`src/rtl/fp_lib_pkg.sv`:
```
// ---------------------------------------------------------------------------
// fp_lib_pkg
// Shared widths and types for the fp_lib adder and multiplier datapaths.
//   FP_MANT_W : signed two's-complement mantissa width, Q1.(FP_MANT_W-1)
//   FP_EXP_W  : unsigned biased exponent width
//   FP_LSC_W  : width of a leading-sign count, clog2(FP_MANT_W)+1
// ---------------------------------------------------------------------------
package fp_lib_pkg;

  localparam int FP_MANT_W = 16;
  localparam int FP_EXP_W  = 9;
  localparam int FP_LSC_W  = 5;

  typedef logic [FP_MANT_W-1:0] fp_mant_t;
  typedef logic [FP_EXP_W-1:0]  fp_exp_t;
  typedef logic [FP_LSC_W-1:0]  fp_lsc_t;

endpackage : fp_lib_pkg

```
`src/rtl/fp_lsc_count.sv`:
```
// ---------------------------------------------------------------------------
// fp_lsc_count
// Combinational redundant-sign-bit counter for a signed mantissa.
//   m_i       : signed two's-complement mantissa
//   lsc_o     : number of bits below the MSB that repeat the sign bit,
//               i.e. (leading bits equal to m_i[MSB]) - 1, 0..MANT_W-1
//   is_zero_o : m_i is all zeros
// Shared by the adder and multiplier normalizers.
// ---------------------------------------------------------------------------
module fp_lsc_count
  import fp_lib_pkg::*;
#(
  parameter int MANT_W = FP_MANT_W,
  parameter int LSC_W  = FP_LSC_W
) (
  input  logic [MANT_W-1:0] m_i,
  output logic [LSC_W-1:0]  lsc_o,
  output logic              is_zero_o
);

  logic found;

  // Scan from just below the sign bit downwards; stop at the first bit
  // that differs from the sign. Zero and all-ones both give MANT_W-1.
  always_comb begin
    // NOTE: every variable written here gets a default first, so no path
    // leaves it unassigned and no latch is inferred.
    lsc_o = '0;
    found = 1'b0;
    for (int i = MANT_W - 2; i >= 0; i--) begin
      if (!found) begin
        if (m_i[i] != m_i[MANT_W-1]) begin
          found = 1'b1;
        end else begin
          lsc_o = lsc_o + LSC_W'(1);
        end
      end
    end
  end

  assign is_zero_o = (m_i == '0);

endmodule : fp_lsc_count

```
`src/rtl/fp_add_normalize.sv`:
```
// ---------------------------------------------------------------------------
// fp_add_normalize
// Post-addition normalizer: counts redundant sign bits of the signed sum
// mantissa, left-shifts it out and decrements the exponent, never letting
// the exponent go below zero. Two-stage valid/ready pipeline.
//   clk, rst_n     : clock, synchronous active-low reset
//   in_valid/ready : input handshake; in_ready depends combinationally on
//                    out_ready only
//   in_m, in_e     : signed sum mantissa and its exponent
//   out_valid/ready: output handshake; payload held while stalled
//   out_m, out_e   : normalized mantissa and adjusted exponent
//   out_zero       : input mantissa was zero (out_m/out_e forced to 0)
//   out_underflow  : shift was limited by the exponent reaching zero
// ---------------------------------------------------------------------------
module fp_add_normalize
  import fp_lib_pkg::*;
#(
  parameter int MANT_W = FP_MANT_W,
  parameter int EXP_W  = FP_EXP_W,
  parameter int LSC_W  = FP_LSC_W
) (
  input  logic              clk,
  input  logic              rst_n,
  input  logic              in_valid,
  output logic              in_ready,
  input  logic [MANT_W-1:0] in_m,
  input  logic [EXP_W-1:0]  in_e,
  output logic              out_valid,
  input  logic              out_ready,
  output logic [MANT_W-1:0] out_m,
  output logic [EXP_W-1:0]  out_e,
  output logic              out_zero,
  output logic              out_underflow
);

  // Stage 1 state
  logic              s1_valid_q;
  logic [MANT_W-1:0] m1_q;
  logic [EXP_W-1:0]  e1_q;
  logic [LSC_W-1:0]  lsc1_q;
  logic              zero1_q;

  // Stage 2 (output) state
  logic              s2_valid_q;
  logic [MANT_W-1:0] m2_q;
  logic [EXP_W-1:0]  e2_q;
  logic              zero2_q;
  logic              uf2_q;

  // Stage 2 next-state
  logic [MANT_W-1:0] m2_d;
  logic [EXP_W-1:0]  e2_d;
  logic              zero2_d;
  logic              uf2_d;

  logic [LSC_W-1:0]  lsc_in;
  logic              zero_in;
  logic              s2_adv;
  logic              s1_load;
  logic              s2_load;

  // Handshake: stage 2 can take a new beat when empty or draining this
  // cycle; stage 1 can when empty or moving into stage 2.
  assign s2_adv   = !s2_valid_q || out_ready;
  assign in_ready = !s1_valid_q || s2_adv;
  assign s1_load  = in_valid && in_ready;
  assign s2_load  = s1_valid_q && s2_adv;

  fp_lsc_count #(
    .MANT_W (MANT_W),
    .LSC_W  (LSC_W)
  ) u_lsc (
    .m_i       (in_m),
    .lsc_o     (lsc_in),
    .is_zero_o (zero_in)
  );

  // Valid bits: a bubble enters a stage whenever it advances without new
  // data, so no beat is duplicated and none is lost.
  always_ff @(posedge clk) begin
    // NOTE: registers use non-blocking assignments so every flop samples
    // values from before the edge, independent of statement order.
    if (!rst_n) begin
      s1_valid_q <= 1'b0;
      s2_valid_q <= 1'b0;
    end else begin
      if (in_ready) s1_valid_q <= in_valid;
      if (s2_adv)   s2_valid_q <= s1_valid_q;
    end
  end

  // NOTE: the stage-1 payload is qualified by s1_valid_q, so it needs no
  // reset; only valid bits and the visible outputs are cleared.
  always_ff @(posedge clk) begin
    if (s1_load) begin
      m1_q    <= in_m;
      e1_q    <= in_e;
      lsc1_q  <= lsc_in;
      zero1_q <= zero_in;
    end
  end

  // Stage 2 datapath: clamp the shift at the exponent so it never wraps.
  logic [EXP_W-1:0] lsc_ext;
  logic [EXP_W-1:0] shift;
  logic             limited;

  always_comb begin
    lsc_ext = EXP_W'(lsc1_q);
    limited = lsc_ext > e1_q;
    shift   = limited ? e1_q : lsc_ext;
    m2_d    = m1_q << shift;
    e2_d    = e1_q - shift;
    zero2_d = 1'b0;
    uf2_d   = limited;
    if (zero1_q) begin
      m2_d    = '0;
      e2_d    = '0;
      zero2_d = 1'b1;
      uf2_d   = 1'b0;
    end
  end

  // Output payload is held while stalled; it reloads only with a new beat.
  always_ff @(posedge clk) begin
    if (!rst_n) begin
      m2_q    <= '0;
      e2_q    <= '0;
      zero2_q <= 1'b0;
      uf2_q   <= 1'b0;
    end else if (s2_load) begin
      m2_q    <= m2_d;
      e2_q    <= e2_d;
      zero2_q <= zero2_d;
      uf2_q   <= uf2_d;
    end
  end

  assign out_valid     = s2_valid_q;
  assign out_m         = m2_q;
  assign out_e         = e2_q;
  assign out_zero      = zero2_q;
  assign out_underflow = uf2_q;

endmodule : fp_add_normalize

```
`config.mk`:
```
export PLATFORM = sky130hd
export DESIGN_NAME = fp_add_normalize
export DESIGN_NICKNAME = d
export VERILOG_FILES = /design/src/rtl/fp_lib_pkg.sv /design/src/rtl/fp_lsc_count.sv /design/src/rtl/fp_add_normalize.sv
export SDC_FILE = /design/constraint.sdc
export NUM_CORES = 1
export LEC_CHECK = 0
export CORE_UTILIZATION = 45
export DETAILED_ROUTE_END_ITERATION = 10
export GPL_ROUTABILITY_DRIVEN = 0
export PLACE_DENSITY = 0.74
export SYNTH_ARGS = -nofsm -noshare
export SYNTH_HDL_FRONTEND = slang
export SYNTH_HIERARCHICAL = 1
export SYNTH_SLANG_ARGS = --single-unit
```
`constraint.sdc`:
```
create_clock -name clk -period 8.79 [get_ports clk]
set_input_delay 1.3185 -clock clk [delete_from_list [all_inputs] [get_ports clk]]
set_output_delay 1.3185 -clock clk [all_outputs]
set_load 0.02 [all_outputs]
```
# Word level (Yosys, flattened, before mapping)
# Cells that the tools add are included.
[word_totals] ff_bits=60 inputBits=29 output_inout_bits=29 elab_cells=110
[op_classes] shift=1 muxes=61 n_eq_ne=15 addsub=15 n_lt_le_gt_ge=1 reduce_logical=7
[op_table] cell="two-way mux 5 bit" count=28
[op_table] cell="adder 5 x 1 -> 5 bit (second input constant)" count=13
[op_table] cell="two-way mux 1 bit" count=30
[op_table] cell="two-way mux 9 bit" count=2
[op_table] cell="logical NOT 16 bit" count=1
[op_table] cell="two-way mux 16 bit" count=1
[op_table] cell="left shift 16 x 9 -> 16 bit" count=1
[op_table] cell="inequality test 1 bit" count=15
[op_table] cell="> comparator 5 x 9 -> 1 bit" count=1
[op_table] cell="subtractor 9 bit" count=1
[op_table] cell="adder 1 x 1 -> 2 bit (second input constant)" count=1
[op_table] cell="logical AND 1 bit" count=2
[op_table] cell="logical NOT 1 bit" count=2
[op_table] cell="logical OR 1 bit" count=2

# Depth between registers and ports, before layout
[depth] ltp_word=44 ltp_mapped=44 depth_no_buf=41

# Hierarchy
# Netlist, hierarchy kept.
[by_module_without_submodules] module="fp_add_normalize" cells_each=282 area_per_inst_um2=3005.4 instances=1 seq_area_each_um2=1511.4
[by_module_without_submodules] module="fp_lsc_count" cells_each=268 area_per_inst_um2=1896.8 instances=1 seq_area_each_um2=0.0

# Worst setup path after synthesis
# OpenSTA, ideal clock, no wires.
[synth_path] path_kind="input to register" start="input in_m[15]" end="register lsc1_q[4] (data pin)" n_path_buf=4 setup_time_ns=0.260 t_arrival_ns=8.063 setup_slack_ns=0.467 path_stages=42 required_ns=8.530 path_cell_list="buf_4 > buf_6 > buf_4 > clkbuf_1 > nor3b_1 > nor3_1 > ha_1 > o31ai_1 > a21oi_1 > ha_1 > o22a_1 > nand2_1 > and3_1 > ha_1 > mux2i_1 > nor3_1 > a31oi_1 > nand2_1 > [... 6 more ...] > o21ai_0 > ha_1 > nand2_1 > o21ai_0 > a21oi_1 > ha_1 > mux2_2 > o21ai_0 > a21oi_1 > o22ai_1 > inv_1 > ha_1 > and2_1 > maj3_1 > o211a_1 > o21ai_0 > o21a_1 > xnor2_1"
[synth_via] elab_chain_cells=44 word_cells_on_any_way=85 cone_classes="14 x add/sub; 15 x eq/ne; 56 x mux"
[synth_lines] element="start: declaration" line_no="fp_add_normalize.sv:26" rtl="input logic [MANT_W-1:0] in_m,"
[synth_lines] element="inequality test 1 bit" line_no="fp_lsc_count.sv:32" rtl="if (m_i[i] != m_i[MANT_W-1]) begin"
[synth_lines] element="two-way mux 1 bit" line_no="fp_lsc_count.sv:32"
[synth_lines] element="adder 1 x 1 -> 2 bit" line_no="fp_lsc_count.sv:35" rtl="lsc_o = lsc_o + LSC_W'(1);"
[synth_lines] element="two-way mux 5 bit" line_no="fp_lsc_count.sv:32"
[synth_lines] element="two-way mux 5 bit" line_no="fp_lsc_count.sv:31" rtl="if (!found) begin"
[synth_lines] element="adder 5 x 1 -> 5 bit" line_no="fp_lsc_count.sv:35"
[synth_lines] element="two-way mux 5 bit" line_no="fp_lsc_count.sv:32"
[synth_lines] element="two-way mux 5 bit" line_no="fp_lsc_count.sv:31"
[synth_lines] element="[... 29 more ...]"
[synth_lines] element="two-way mux 5 bit" line_no="fp_lsc_count.sv:31"
[synth_lines] element="adder 5 x 1 -> 5 bit" line_no="fp_lsc_count.sv:35"
[synth_lines] element="two-way mux 5 bit" line_no="fp_lsc_count.sv:32"
[synth_lines] element="two-way mux 5 bit" line_no="fp_lsc_count.sv:31"
[synth_lines] element="adder 5 x 1 -> 5 bit" line_no="fp_lsc_count.sv:35"
[synth_lines] element="two-way mux 5 bit" line_no="fp_lsc_count.sv:32"
[synth_lines] element="two-way mux 5 bit *" line_no="fp_lsc_count.sv:31"
[synth_lines] element="named net lsc_in[4]" line_no="fp_add_normalize.sv:56" rtl="logic [LSC_W-1:0] lsc_in;"
[synth_lines] element="end signal: assignment" line_no="fp_add_normalize.sv:98" rtl="lsc1_q <= lsc_in;"
[synth_lines] element="end: declaration" line_no="fp_add_normalize.sv:40" rtl="logic [LSC_W-1:0] lsc1_q;"
# The timed path passes the listed nets; every way through them passes the cells marked *.
# A chain may end at the register's enable or synchronous reset.

# Worst setup path after layout
# Same ends and word-level chain as after synthesis.

==> impl_metrics.json <==
{
  "n_antenna_cell": 0,
  "tightest_slew_ns": 0.754,
  "startpoint": "in_m[15]",
  "clkLatencyLatePin_ns": 0.35,
  "vias_per_cell": 5.88,
  "p_per_area_nw_per_um2": 131,
  "wl_mm": 11.3,
  "ys.flop_type": "edfxtp_1",
  "yosysTopAreaCell": "edfxtp_1",
  "drtPass1Iterations": 5,
  "finish.instance_area_sq_um": 5830,
  "endpoint_kind": "flop",
  "synth_edf_count": 31,
  "wl_per_cell_um": 15.2,
  "comb_power_share_pct": 28.4,
  "die_y_um": 106,
  "r2r_start": "e1_q[2]",
  "hold_ws_ns": 0.462,
  "grt_overflow": 0,
  "p_clk_share_pct": 30.1,
  "clock_sinks": 60,
  "grt_pass1_vias": 4050,
  "min_path_type": "reg2reg",
  "ant_nets": 0,
  "placed_area_sq_um": 5560,
  "clk_path_buf_depth": 2,
  "clkTransAtPathRegs_ns": 0.06,
  "cts_buffers": 9,
  "total_power_uw": 766,
  "synth_seq_cells": 60,
  "grt_pass1_wl_mm": 18.8,
  "async_reset_ff_share_pct": 0,
  "criticalPathCategory": "in2reg",
  "max_stage_delay_ns": 0.50,
  "vias": 4400,
  "final_nets": 661,
  "fin_util_pct": 55.7,
  "cap_viol_max_count": 0,
  "yosysUniqueCellTypes": 89,
  "path_max_fanout": 4,
  "fp.coreArea_sq_um": 10500,
  "seq_area_frac_synth_pct": 30.8,
  "worst_ep_arrival_time_ns": 8.51,
  "p_switching_uw": 231,
  "hp-start": "out_m[6]",
  "portBuffers": 57,
  "setup_viol": 0,
  "grt_max_degree": 34,
  "slew_headroom_pct": 49.4,
  "cp-start-kind": "input pin",
  "min_period_ns": 8.41,
  "hpwl_mm": 8.73,
  "cts_tree": "yes",
  "p_int_uw": 535,
  "synth_most_common_cell": "nor2_1",
  "irDropWorstVdd_mv": 0.0932,
  "fmax_mhz": 119,
  "finalCritPeriodShare_pct": 95.7,
  "antenna_found_initial": 0,
  "synthTopCellsByArea": "edfxtp_1, dfxtp_1, mux2i_1",
  "rows": 37,
  "pin_count": 58,
  "yosysWarnings": 6,
  "syn_inst": 550,
  "syn_avg_cell_area_sq_um": 8.91,
  "slowest_stage": "clkdlybuf4s50_1",
  "route.detailed.drc": 0,
  "p_leak_uw": 0.00230,
  "synth_common_cells": "nor2_1, nand2_1, mux2i_1, edfxtp_1, dfxtp_1",
  "p_sw_share_pct": 30.2,
  "crit_buf_inv": 4,
  "initial_core_util_pct": 46.9,
  "required_ns": 8.88,
  "dieArea_sq_um": 11300,
  "synth_fp_nets": 603,
  "syn_area_sq_um": 4900,
  "die_w_um": 106,
  "skew_ns": 0.00755,
  "groute.usage.overall_pct": 20.6,
  "htree_levels": 3,
  "synth_top_area_share_pct": 19.0,
  "hold_viol": 0,
  "drtIter0Drc": 404,
  "cpMostUsedCell": "ha_1",
  "cts_root_buffer": "clkbuf_8",
  "fillCellCount": 932,
  "cp_top_family": "compound AO/OA/AOI/OAI gates",
  "drive_above_1_share_pct": 14.1,
  "drv_slew": 0,
  "area_growth_pct": 18.9,
  "status": "completed",
  "seqPwrFrac_pct": 41.5
}
-- placed cells by master (no fill, tap or decap), drive strengths merged, types with 4 or more instances in the layout --
master         Yosys  routed
o21ai             26      26
and3               6       6
xor2               8       8
and2               7       7
a21oi             29      29
inv               27      27
a31oi              5       5
nand2             51      51
clkdlybuf4s50      0      57
a22oi             18      18
clkbuf            16      14
dfxtp             29      29
nor2              53      53
a21o               4       4
nand3             16      16
or2                6       6
nand2b             5       5
o22ai              4       4
buf               14      20
ha                23      23
mux2i             37      37
xnor2             15      15
nor4               7       7
nor3              17      17
nand4              6       6
nor2b              5       5
or3                4       4
a21boi             6       6
a221oi             6       6
mux2               6       6
edfxtp            31      31
a211oi             5       5
-- cells by family after synthesis --
| logic type | Yosys count | share of synthesized area (%) |
|---|---|---|
| compound gates | 139 | 20.4 |
| xor+xnor | 25 | 5.44 |
| fa+ha+maj | 27 | 6.89 |
| buf+inv | 59 | 6.58 |
| flops | 60 | 30.8 |
| mux | 43 | 9.19 |
| simple gates | 197 | 20.7 |
-- routing by layer --
layer / up-vias / global-route usage (%) / routed length [um]
met2: 146 / 34.7 / 5450
li1: 2149 / - / -
met4: 0 / 7.34 / 254
met3: 25 / 3.25 / 621
met1: 2080 / 26.4 / 5020
met5: - / 0 / 0
-- what timing repair did --
item                                    4_1_cts  5_1_grt
setup buffers                                 0        3
endpoints found under the hold margin         0        0
hold buffers                                  0        0
gates resized for setup                       0       13
endpoints found under the setup margin        0        3
-- worst paths after layout --
path,end,slack [ns],cells past startpoint
setup reg to reg,out_e[7],4.73,16
setup / recovery,lsc1_q[4],0.38,41
hold / removal,out_m[6],0.46,2
hold reg to reg,out_m[6],0.46,2
-- cell type report --
cell class / instances / area, sq um / share of cell area (%)
inverters: 29 / 109 / 1.87
well taps: 136 / 170 / 2.92
clock inverters: 1 / 5.00 / 0.0859
clock buffers: 14 / 183 / 3.13
flip-flops and latches: 60 / 1510 / 25.9
repair buffers: 77 / 724 / 12.4
multi-input cells: 431 / 3130 / 53.6
-- metrics by stage --
step	setup TNS, ns	setup slack [ns]	std cells
after floorplan	0	0.467	550
after global placement	0	0.276	730
after detailed placement	-0.274	-0.234	730
after CTS	0	0.118	745
after global routing	-0.0540	-0.0540	748
final	0	0.379	748
-- power groups by stage --
stage / clock network (uW) / logic (uW) / registers (uW)
2_1_floorplan: 0 / 146 / 327
3_3_place_gp: 0 / 200 / 323
3_5_place_dp: 0 / 207 / 324
4_1_cts: 235 / 208 / 318
5_1_grt: 246 / 239 / 320
6_report: 231 / 217 / 318
-- sequential cells by signal, indices dropped and copies added, names as in the netlist, 5 cells and up --
| signal | count |
|---|---|
| lsc1_q | 5 |
| out_m | 16 |
| m1_q | 16 |
| e1_q | 9 |
| out_e | 9 |
-- tightest hold or removal path, cell delays in order, from the launching register on --
cell     delay, ns
dfxtp_1       0.31
nand2_1       0.05
a21oi_1       0.06
(Power assumes the default switching activity.)
